**config.mk**
```make
export PLATFORM = sky130hd
export DESIGN_NAME = riscv32_fetch_stage
export DESIGN_NICKNAME = d
export VERILOG_FILES = /design/src/rtl/riscv32_fetch_stage.sv
export SDC_FILE = /design/constraint.sdc
export NUM_CORES = 1
export LEC_CHECK = 0
export CAP_MARGIN = 20
export CORE_MARGIN = 10
export CORE_UTILIZATION = 46
export DETAILED_ROUTE_END_ITERATION = 6
export PLACE_DENSITY_LB_ADDON = 0.05
export SETUP_SLACK_MARGIN = 0.02
export SYNTH_ARGS = -nofsm -noshare
export SYNTH_HDL_FRONTEND = slang
export SYNTH_SLANG_ARGS = --single-unit
```
**constraint.sdc**
```tcl
create_clock -name clk -period 4.59 [get_ports clk]
set_input_delay 0.918 -clock clk [delete_from_list [all_inputs] [get_ports clk]]
set_output_delay 0.918 -clock clk [all_outputs]
set_load 0.005 [all_outputs]
```
**src/rtl/riscv32_fetch_stage.sv**
```systemverilog
// riscv32_fetch_stage: RV32 instruction fetch with at most one outstanding
// instruction-memory request and a registered IF/ID presentation register.
// Build option: define FETCH_MISALIGN_TRAP_EN to trap misaligned redirect
// targets (adds the if_misaligned port); otherwise targets are word-aligned.
module riscv32_fetch_stage #(
  parameter logic [31:0] RESET_PC = 32'h0000_0000,
  parameter logic [31:0] NOP_INST = 32'h0000_0013
) (
  input  logic        clk,
  input  logic        async_rst,
  output logic        imem_req_valid,
  input  logic        imem_req_ready,
  output logic [31:0] imem_req_addr,
  input  logic        imem_rsp_valid,
  input  logic [31:0] imem_rsp_data,
  input  logic        redirect_valid,
  input  logic [31:0] redirect_pc,
  input  logic        id_ready,
  output logic        if_valid,
  output logic [31:0] if_pc,
  output logic [31:0] if_pc_plus4,
  output logic [31:0] if_inst
`ifdef FETCH_MISALIGN_TRAP_EN
  ,
  output logic        if_misaligned
`endif
);

  localparam int unsigned XLEN = 32;
  localparam logic [XLEN-1:0] INST_BYTES = XLEN'(4);

  typedef enum logic [1:0] {
    S_REQ  = 2'd0,
    S_WAIT = 2'd1,
    S_DROP = 2'd2,
    S_HOLD = 2'd3
  } state_t;

  state_t          r_state, w_state_nxt;
  logic [XLEN-1:0] r_pc, w_pc_nxt;
  logic            r_if_valid, w_if_valid_nxt;
  logic [XLEN-1:0] r_if_pc, w_if_pc_nxt;
  logic [XLEN-1:0] r_if_pc4, w_if_pc4_nxt;
  logic [XLEN-1:0] r_if_inst, w_if_inst_nxt;
  // A trap taken while a response is still owed must swallow that response.
  logic            r_rsp_owed, w_rsp_owed_nxt;
  logic            w_req_valid;
  logic [XLEN-1:0] w_redir_pc;
  logic            w_trap;

`ifdef FETCH_MISALIGN_TRAP_EN
  logic r_misaligned;

  assign w_redir_pc = redirect_pc;
  assign w_trap     = redirect_valid && (redirect_pc[1:0] != 2'b00);
`else
  assign w_redir_pc = {redirect_pc[XLEN-1:2], 2'b00};
  assign w_trap     = 1'b0;
`endif

  // Next-state and next-register logic for the fetch FSM.
  always_comb begin
    w_state_nxt    = r_state;
    w_pc_nxt       = r_pc;
    w_if_valid_nxt = r_if_valid;
    w_if_pc_nxt    = r_if_pc;
    w_if_pc4_nxt   = r_if_pc4;
    w_if_inst_nxt  = r_if_inst;
    w_rsp_owed_nxt = r_rsp_owed && !imem_rsp_valid;
    w_req_valid    = 1'b0;

    unique case (r_state)
      S_REQ: begin
        w_req_valid = !redirect_valid;
        if (redirect_valid) begin
          w_pc_nxt = w_redir_pc;
        end else if (imem_req_ready) begin
          w_state_nxt = S_WAIT;
        end
      end
      S_WAIT: begin
        if (redirect_valid) begin
          w_pc_nxt    = w_redir_pc;
          w_state_nxt = imem_rsp_valid ? S_REQ : S_DROP;
        end else if (imem_rsp_valid) begin
          w_if_valid_nxt = 1'b1;
          w_if_pc_nxt    = r_pc;
          w_if_pc4_nxt   = r_pc + INST_BYTES;
          w_if_inst_nxt  = imem_rsp_data;
          w_pc_nxt       = r_pc + INST_BYTES;
          w_state_nxt    = S_HOLD;
        end
      end
      S_DROP: begin
        if (redirect_valid) begin
          w_pc_nxt = w_redir_pc;
        end
        if (imem_rsp_valid) begin
          w_state_nxt = S_REQ;
        end
      end
      S_HOLD: begin
        if (redirect_valid || id_ready) begin
          w_if_valid_nxt = 1'b0;
          w_state_nxt    = (r_rsp_owed && !imem_rsp_valid) ? S_DROP : S_REQ;
          if (redirect_valid) begin
            w_pc_nxt = w_redir_pc;
          end
        end
      end
      default: begin
        w_state_nxt = S_REQ;
      end
    endcase

    // Misaligned target: present a NOP at the target instead of fetching.
    if (w_trap) begin
      w_state_nxt    = S_HOLD;
      w_if_valid_nxt = 1'b1;
      w_if_pc_nxt    = redirect_pc;
      w_if_pc4_nxt   = redirect_pc + INST_BYTES;
      w_if_inst_nxt  = NOP_INST;
      w_pc_nxt       = redirect_pc;
      w_rsp_owed_nxt = (r_rsp_owed || (r_state == S_WAIT) || (r_state == S_DROP))
                       && !imem_rsp_valid;
    end
  end

  // FSM state, pc and IF/ID presentation registers.
  always_ff @(posedge clk or posedge async_rst) begin
    if (async_rst) begin
      r_state    <= S_REQ;
      r_pc       <= RESET_PC;
      r_if_valid <= 1'b0;
      r_if_pc    <= '0;
      r_if_pc4   <= '0;
      r_if_inst  <= '0;
      r_rsp_owed <= 1'b0;
    end else begin
      r_state    <= w_state_nxt;
      r_pc       <= w_pc_nxt;
      r_if_valid <= w_if_valid_nxt;
      r_if_pc    <= w_if_pc_nxt;
      r_if_pc4   <= w_if_pc4_nxt;
      r_if_inst  <= w_if_inst_nxt;
      r_rsp_owed <= w_rsp_owed_nxt;
    end
  end

`ifdef FETCH_MISALIGN_TRAP_EN
  // Misaligned flag: set by a trap, cleared when the trapped NOP leaves HOLD.
  always_ff @(posedge clk or posedge async_rst) begin
    if (async_rst) begin
      r_misaligned <= 1'b0;
    end else if (w_trap) begin
      r_misaligned <= 1'b1;
    end else if ((r_state == S_HOLD) && (redirect_valid || id_ready)) begin
      r_misaligned <= 1'b0;
    end
  end

  assign if_misaligned = r_misaligned;
`endif

  // The request strobe is suppressed during reset so memory never sees a stray request.
  assign imem_req_valid = w_req_valid && !async_rst;
  assign imem_req_addr  = r_pc;
  assign if_valid       = r_if_valid;
  assign if_pc          = r_if_pc;
  assign if_pc_plus4    = r_if_pc4;
  assign if_inst        = r_if_inst;

endmodule

```
* Yosys cells after proc, flatten, opt, wreduce, memory -nomap -nowiden
Cells that the tools add are included.
Storage, ports and cells: output and inout port bits 130, bits of input ports 70, word-level logic and storage cells 51, bits in registers 132
Cells by class: muxes and demuxes 19, eq/ne operators 10, bitwise logic cells 1, reductions and logical operators 13, add/sub/neg operators 1
Operator list (count):
- $mux W32 | 4
- $pmux W32 S3 | 1
- $add A32 B3 Y32 const B | 1
- $mux W2 | 8
- $ne A2 B2 Y1 const B | 6
- $pmux W2 S4 | 1
- $reduce_and A5 Y1 | 1
- $eq A2 B2 Y1 const B | 2
- $mux W1 | 4
- $reduce_and A4 Y1 | 1
- $logic_not A1 Y1 | 3
- $ne A3 B3 Y1 const B | 1
- $reduce_and A3 Y1 | 1
- $eq A2 B1 Y1 const B | 1
- $logic_and A1 B1 Y1 | 2
- $logic_not A2 Y1 | 1
- $pmux W1 S2 | 1
- $reduce_and A2 Y1 | 1
- $reduce_bool A2 Y1 | 1
- $reduce_or A2 Y1 | 1
- $logic_or A1 B1 Y1 | 1
- $not A1 Y1 | 1

* Logic depth before layout (Yosys ltp)
word-level depth 5, depth in mapped cells 8, gate-level depth less buffers 5

* Worst setup path before layout
No wires, ideal clock.
path kind input to register, start point input port imem_rsp_valid, end point register r_pc[25] (netlist: imem_req_addr[25]), library setup time 82 ps, arrival 2419 ps, stages 6, path buffers 2, path slack 2089 ps, required time 4508 ps, path through clkbuf_1 nand3b_1 or3_1 buf_2 or4_1 a31oi_1
On the way: cells in the longest elaborated chain, start to end 2
Ends and longest elaborated chain:
- start: declaration | line 14 | input logic imem_rsp_valid,
- $ne A3 B3 Y1 (no line)
- $reduce_and A2 Y1 (no line)
- end signal: assignment | line 141 | r_pc <= w_pc_nxt;
- end: declaration | line 40 | logic [XLEN-1:0] r_pc, w_pc_nxt;
No other way between the ends. A chain may end at the register's enable or synchronous reset.

* Final worst setup path
start point input port imem_rsp_valid, end point register r_pc[29] (netlist: imem_req_addr[29])
Same word-level chain as after synthesis.

==> impl_metrics.xml <==
<?xml version="1.0" encoding="UTF-8"?>
<metrics>
  <group name="outcome">
    <metric name="run_status" unit="">complete, no violations</metric>
  </group>
  <group name="route">
    <metric name="dr_total_vias" unit="">5394</metric>
    <metric name="route.antenna.remaining_nets" unit="">0</metric>
    <metric name="routed_wire_length_per_instance" unit="um">17.2</metric>
    <metric name="first_pass_iters" unit="">5</metric>
    <metric name="drc_errors" unit="">0</metric>
    <metric name="drt_wl_total" unit="um">17700</metric>
    <metric name="detail_route.vias_per_cell" unit="">5.25</metric>
    <metric name="drt_first_iter_violations" unit="">368</metric>
  </group>
  <group name="sta">
    <metric name="grt_setup_unrepaired" unit="">false</metric>
    <metric name="finClkSkew" unit="ns">0.00903</metric>
    <metric name="timing_worst_slew_pin_value" unit="ns">0.813</metric>
    <metric name="fin_ws" unit="ns">1.34</metric>
    <metric name="summed_negative_setup_slack_over_all_endpoints" unit="ns">0</metric>
    <metric name="achievable-frequency" unit="MHz">307</metric>
    <metric name="timing.final.max_slew_violations" unit="">0</metric>
    <metric name="slew_headroom" unit="%">45.6</metric>
    <metric name="final_hold_viol_count" unit="">0</metric>
    <metric name="setup_viol" unit="">0</metric>
    <metric name="min_period_over_period" unit="%">70.9</metric>
    <metric name="period_minus_slack" unit="ns">3.25</metric>
  </group>
  <group name="pwr">
    <metric name="power.ir.vdd_worst" unit="mV">0.321</metric>
    <metric name="power_per_cell_area" unit="nW/um^2">543</metric>
    <metric name="p_leak" unit="nW">3.64</metric>
  </group>
  <group name="floorplanning">
    <metric name="initial_core_util" unit="%">47.1</metric>
    <metric name="num_rows" unit="">41</metric>
    <metric name="dieArea" unit="sq um">17900</metric>
    <metric name="die_height" unit="um">134</metric>
    <metric name="chipWidth" unit="um">134</metric>
    <metric name="fp.coreArea" unit="sq um">12600</metric>
    <metric name="num_io_pins" unit="">200</metric>
  </group>
  <group name="synth">
    <metric name="synthesis.instances" unit="">679</metric>
    <metric name="yosys.cell_count.top_type" unit="">sky130_fd_sc_hd__nand2_1</metric>
    <metric name="synth_common_cells" unit="">sky130_fd_sc_hd__nand2_1 (233), sky130_fd_sc_hd__dfrtp_1 (126), sky130_fd_sc_hd__o21ai_0 (41)</metric>
    <metric name="area_share_of_the_largest_cell_type_after_synthesis" unit="%">53.1</metric>
    <metric name="number_of_register_bits_inferred_by_synthesis" unit="">126</metric>
    <metric name="synth_area_leaders" unit="">sky130_fd_sc_hd__dfrtp_1 (53%), sky130_fd_sc_hd__nand2_1 (15%), sky130_fd_sc_hd__o21ai_0 (3.5%), sky130_fd_sc_hd__or4_1 (2.7%), sky130_fd_sc_hd__a31oi_1 (2.6%)</metric>
    <metric name="mappedNetlistArea" unit="sq um">5940</metric>
    <metric name="synth.avg_cell_area" unit="sq um">8.75</metric>
    <metric name="synth_edf_count" unit="">0</metric>
    <metric name="synth-async-reset-ratio" unit="%">100</metric>
    <metric name="synth_seq_area_share" unit="%">53.1</metric>
    <metric name="yosys_warnings" unit="">0</metric>
    <metric name="postSynth.topFlopCell" unit="">sky130_fd_sc_hd__dfrtp_1</metric>
    <metric name="synth_area_leader_cell" unit="">sky130_fd_sc_hd__dfrtp_1</metric>
    <metric name="post_synth_num_cell_types" unit="">44</metric>
  </group>
  <group name="hold_path">
    <metric name="worst_hold_path_type" unit="">flop to flop</metric>
  </group>
  <group name="global_routing">
    <metric name="globalRoute.totalOverflow" unit="">0</metric>
    <metric name="antenna_found_initial" unit="">0</metric>
    <metric name="grt_pass1_vias" unit="">5505</metric>
    <metric name="grt_max_degree" unit="">85</metric>
    <metric name="grt_util_all_layers" unit="%">20.0</metric>
    <metric name="grt_first_pass_wirelength" unit="um">29200</metric>
  </group>
  <group name="clock_network">
    <metric name="postCtsSetupRepairBufs" unit="">0</metric>
    <metric name="cts_tree" unit="">done</metric>
    <metric name="cts_made_buffers" unit="">17</metric>
    <metric name="worstSkewPairLatency" unit="ns">0.41</metric>
    <metric name="cts.hold.buffers_added" unit="">0</metric>
    <metric name="clk_root_buffer_cell" unit="">sky130_fd_sc_hd__clkbuf_16</metric>
    <metric name="post_cts_resize_count" unit="">0</metric>
    <metric name="cts.sink_count" unit="">126</metric>
    <metric name="cts_max_level" unit="">4</metric>
    <metric name="path_clk_slew" unit="ns">0.06</metric>
    <metric name="clock_path_buffers" unit="">2</metric>
  </group>
  <group name="finish">
    <metric name="layout.cell_area.non_filler" unit="sq um">8530</metric>
    <metric name="synthesis_to_layout_area_growth" unit="%">43.6</metric>
    <metric name="antennaDiodeCount" unit="">0</metric>
    <metric name="design.final.nets" unit="">914</metric>
    <metric name="fillerInstances" unit="">1063</metric>
    <metric name="layout_cell_share_with_drive_strength_beyond_1" unit="%">5.37</metric>
  </group>
  <group name="place">
    <metric name="numPortBuffers" unit="">191</metric>
    <metric name="detailed_place_hpwl" unit="um">12800</metric>
    <metric name="post_dp_cell_area" unit="sq um">7910</metric>
    <metric name="gp_routability_congestion" unit="">0.816</metric>
    <metric name="setup_slack_after_placement" unit="ns">0.878</metric>
  </group>
  <group name="worst_setup_path">
    <metric name="worstSetupEndpointType" unit="">flop</metric>
    <metric name="cp_data_arrival_time" unit="ns">3.59</metric>
    <metric name="criticalPathCategory" unit="">input port to flop</metric>
    <metric name="critPathLaunchType" unit="">input port</metric>
    <metric name="critPathMaxFanout" unit="">16</metric>
    <metric name="worst_path_required" unit="ns">4.93</metric>
  </group>
  <group name="job">
    <metric name="max_cap_violations" unit="">0</metric>
  </group>
</metrics>
==> sequential cells by signal, summed over array words and instances (netlist names) <==
signal         cells
r_state            2
if_pc_plus4       30
if_inst           32
imem_req_addr     30
if_valid           1
if_pc             30
r_rsp_owed         1
==> where the power goes <==
| group | total [W] | switching [W] | internal (W) |
|---|---|---|---|
| sequential | 0.00177 | 0.000263 | 0.00151 |
| clock | 0.00139 | 0.000479 | 0.000909 |
| combinational | 0.00147 | 0.000557 | 0.000910 |
==> cell families (layout without fill, tap and decap cells) <==
kind of cell             Yosys count  count (layout)  share of synthesized area [%]
adder cells (fa/ha/maj)            1               1                          0.211
AND/OR/NAND/NOR                  368             368                           28.3
AO/OA/AOI/OAI                     97              97                           9.96
XOR/XNOR                          24              24                           3.54
flip-flops                       126             126                           53.1
other                              1               6                         0.0631
buffers and inverters             61             233                           4.70
multiplexers                       1               1                          0.169
==> cell usage in the layout (no fill, tap or decap), types with 4 or more instances in the layout <==
cell	Yosys	routed
sky130_fd_sc_hd__o31ai_1	16	16
sky130_fd_sc_hd__a31oi_1	25	25
sky130_fd_sc_hd__xor2_1	7	7
sky130_fd_sc_hd__nand4_1	9	9
sky130_fd_sc_hd__clkbuf_16	0	17
sky130_fd_sc_hd__dfrtp_1	126	126
sky130_fd_sc_hd__nor4_1	5	5
sky130_fd_sc_hd__nand2_1	233	233
sky130_fd_sc_hd__nor2b_1	6	6
sky130_fd_sc_hd__nand3_1	21	21
sky130_fd_sc_hd__xnor2_1	17	17
sky130_fd_sc_hd__nor3_1	7	7
sky130_fd_sc_hd__clkdlybuf4s50_1	0	191
sky130_fd_sc_hd__clkbuf_8	0	4
sky130_fd_sc_hd__a22oi_1	4	4
sky130_fd_sc_hd__o211ai_1	5	5
sky130_fd_sc_hd__and4_1	4	4
sky130_fd_sc_hd__nor2_1	32	31
sky130_fd_sc_hd__o21ai_0	41	41
sky130_fd_sc_hd__buf_4	8	6
sky130_fd_sc_hd__or4_1	21	21
sky130_fd_sc_hd__or3_1	10	10
sky130_fd_sc_hd__clkinv_2	0	4
sky130_fd_sc_hd__conb_1	1	6
==> final timing paths <==
path	cells past startpoint	slack (ns)	start	to
max	5	1.34	imem_rsp_valid	imem_req_addr[29]
max in group asynchronous	3	2.69	async_rst	if_inst[24]
min in group asynchronous	2	1.07	async_rst	if_inst[30]
min	2	0.47	if_inst[3]	if_inst[3]
max reg2reg	5	1.90	imem_req_addr[2]	if_pc_plus4[28]
min reg2reg	2	0.47	if_inst[3]	if_inst[3]
==> through the flow <==
| step | util (%) | hold WS [ns] | power, W | std cells |
|---|---|---|---|---|
| finish | 67.6 | 0.467 | 0.00463 | 1028 |
| global route | 67.6 | 0.491 | 0.00492 | 1028 |
| CTS | 67.6 | 0.475 | 0.00470 | 1028 |
| detailed placement | 62.7 | 0.462 | 0.00329 | 996 |
| global placement | 62.7 | 0.456 | 0.00324 | 996 |
| floorplan | - | 0.455 | 0.00224 | 684 |
==> final cells by class <==
type                       instances  area (sq um)  area share, %
sequential                       126          3150           37.0
multi-input combinational        497          2550           29.9
timing repair buffer             198          1980           23.2
clock buffer                      22           484           5.68
tap                              172           215           2.52
clock inverter                    10           134           1.57
inverter                           3          16.3          0.191
==> critical path, stage by stage <==
cell and delay [ns]:
sky130_fd_sc_hd__clkdlybuf4s50_1 0.65, sky130_fd_sc_hd__nand3b_1 0.61, sky130_fd_sc_hd__or3_1 0.69, sky130_fd_sc_hd__or4_1 0.55, sky130_fd_sc_hd__a31oi_1 0.17
==> metal layers <==
| layer | vias to the layer above | part of all wire (%) | track usage [%] |
|---|---|---|---|
| met5 | - | 0 | 0 |
| met4 | 0 | 1.3 | 5.80 |
| met3 | 17 | 8.4 | 7.67 |
| met2 | 173 | 47 | 32.1 |
| met1 | 2582 | 43 | 24.4 |
| li1 | 2622 | - | - |
Note: power is estimated with default switching activity, not from simulation.
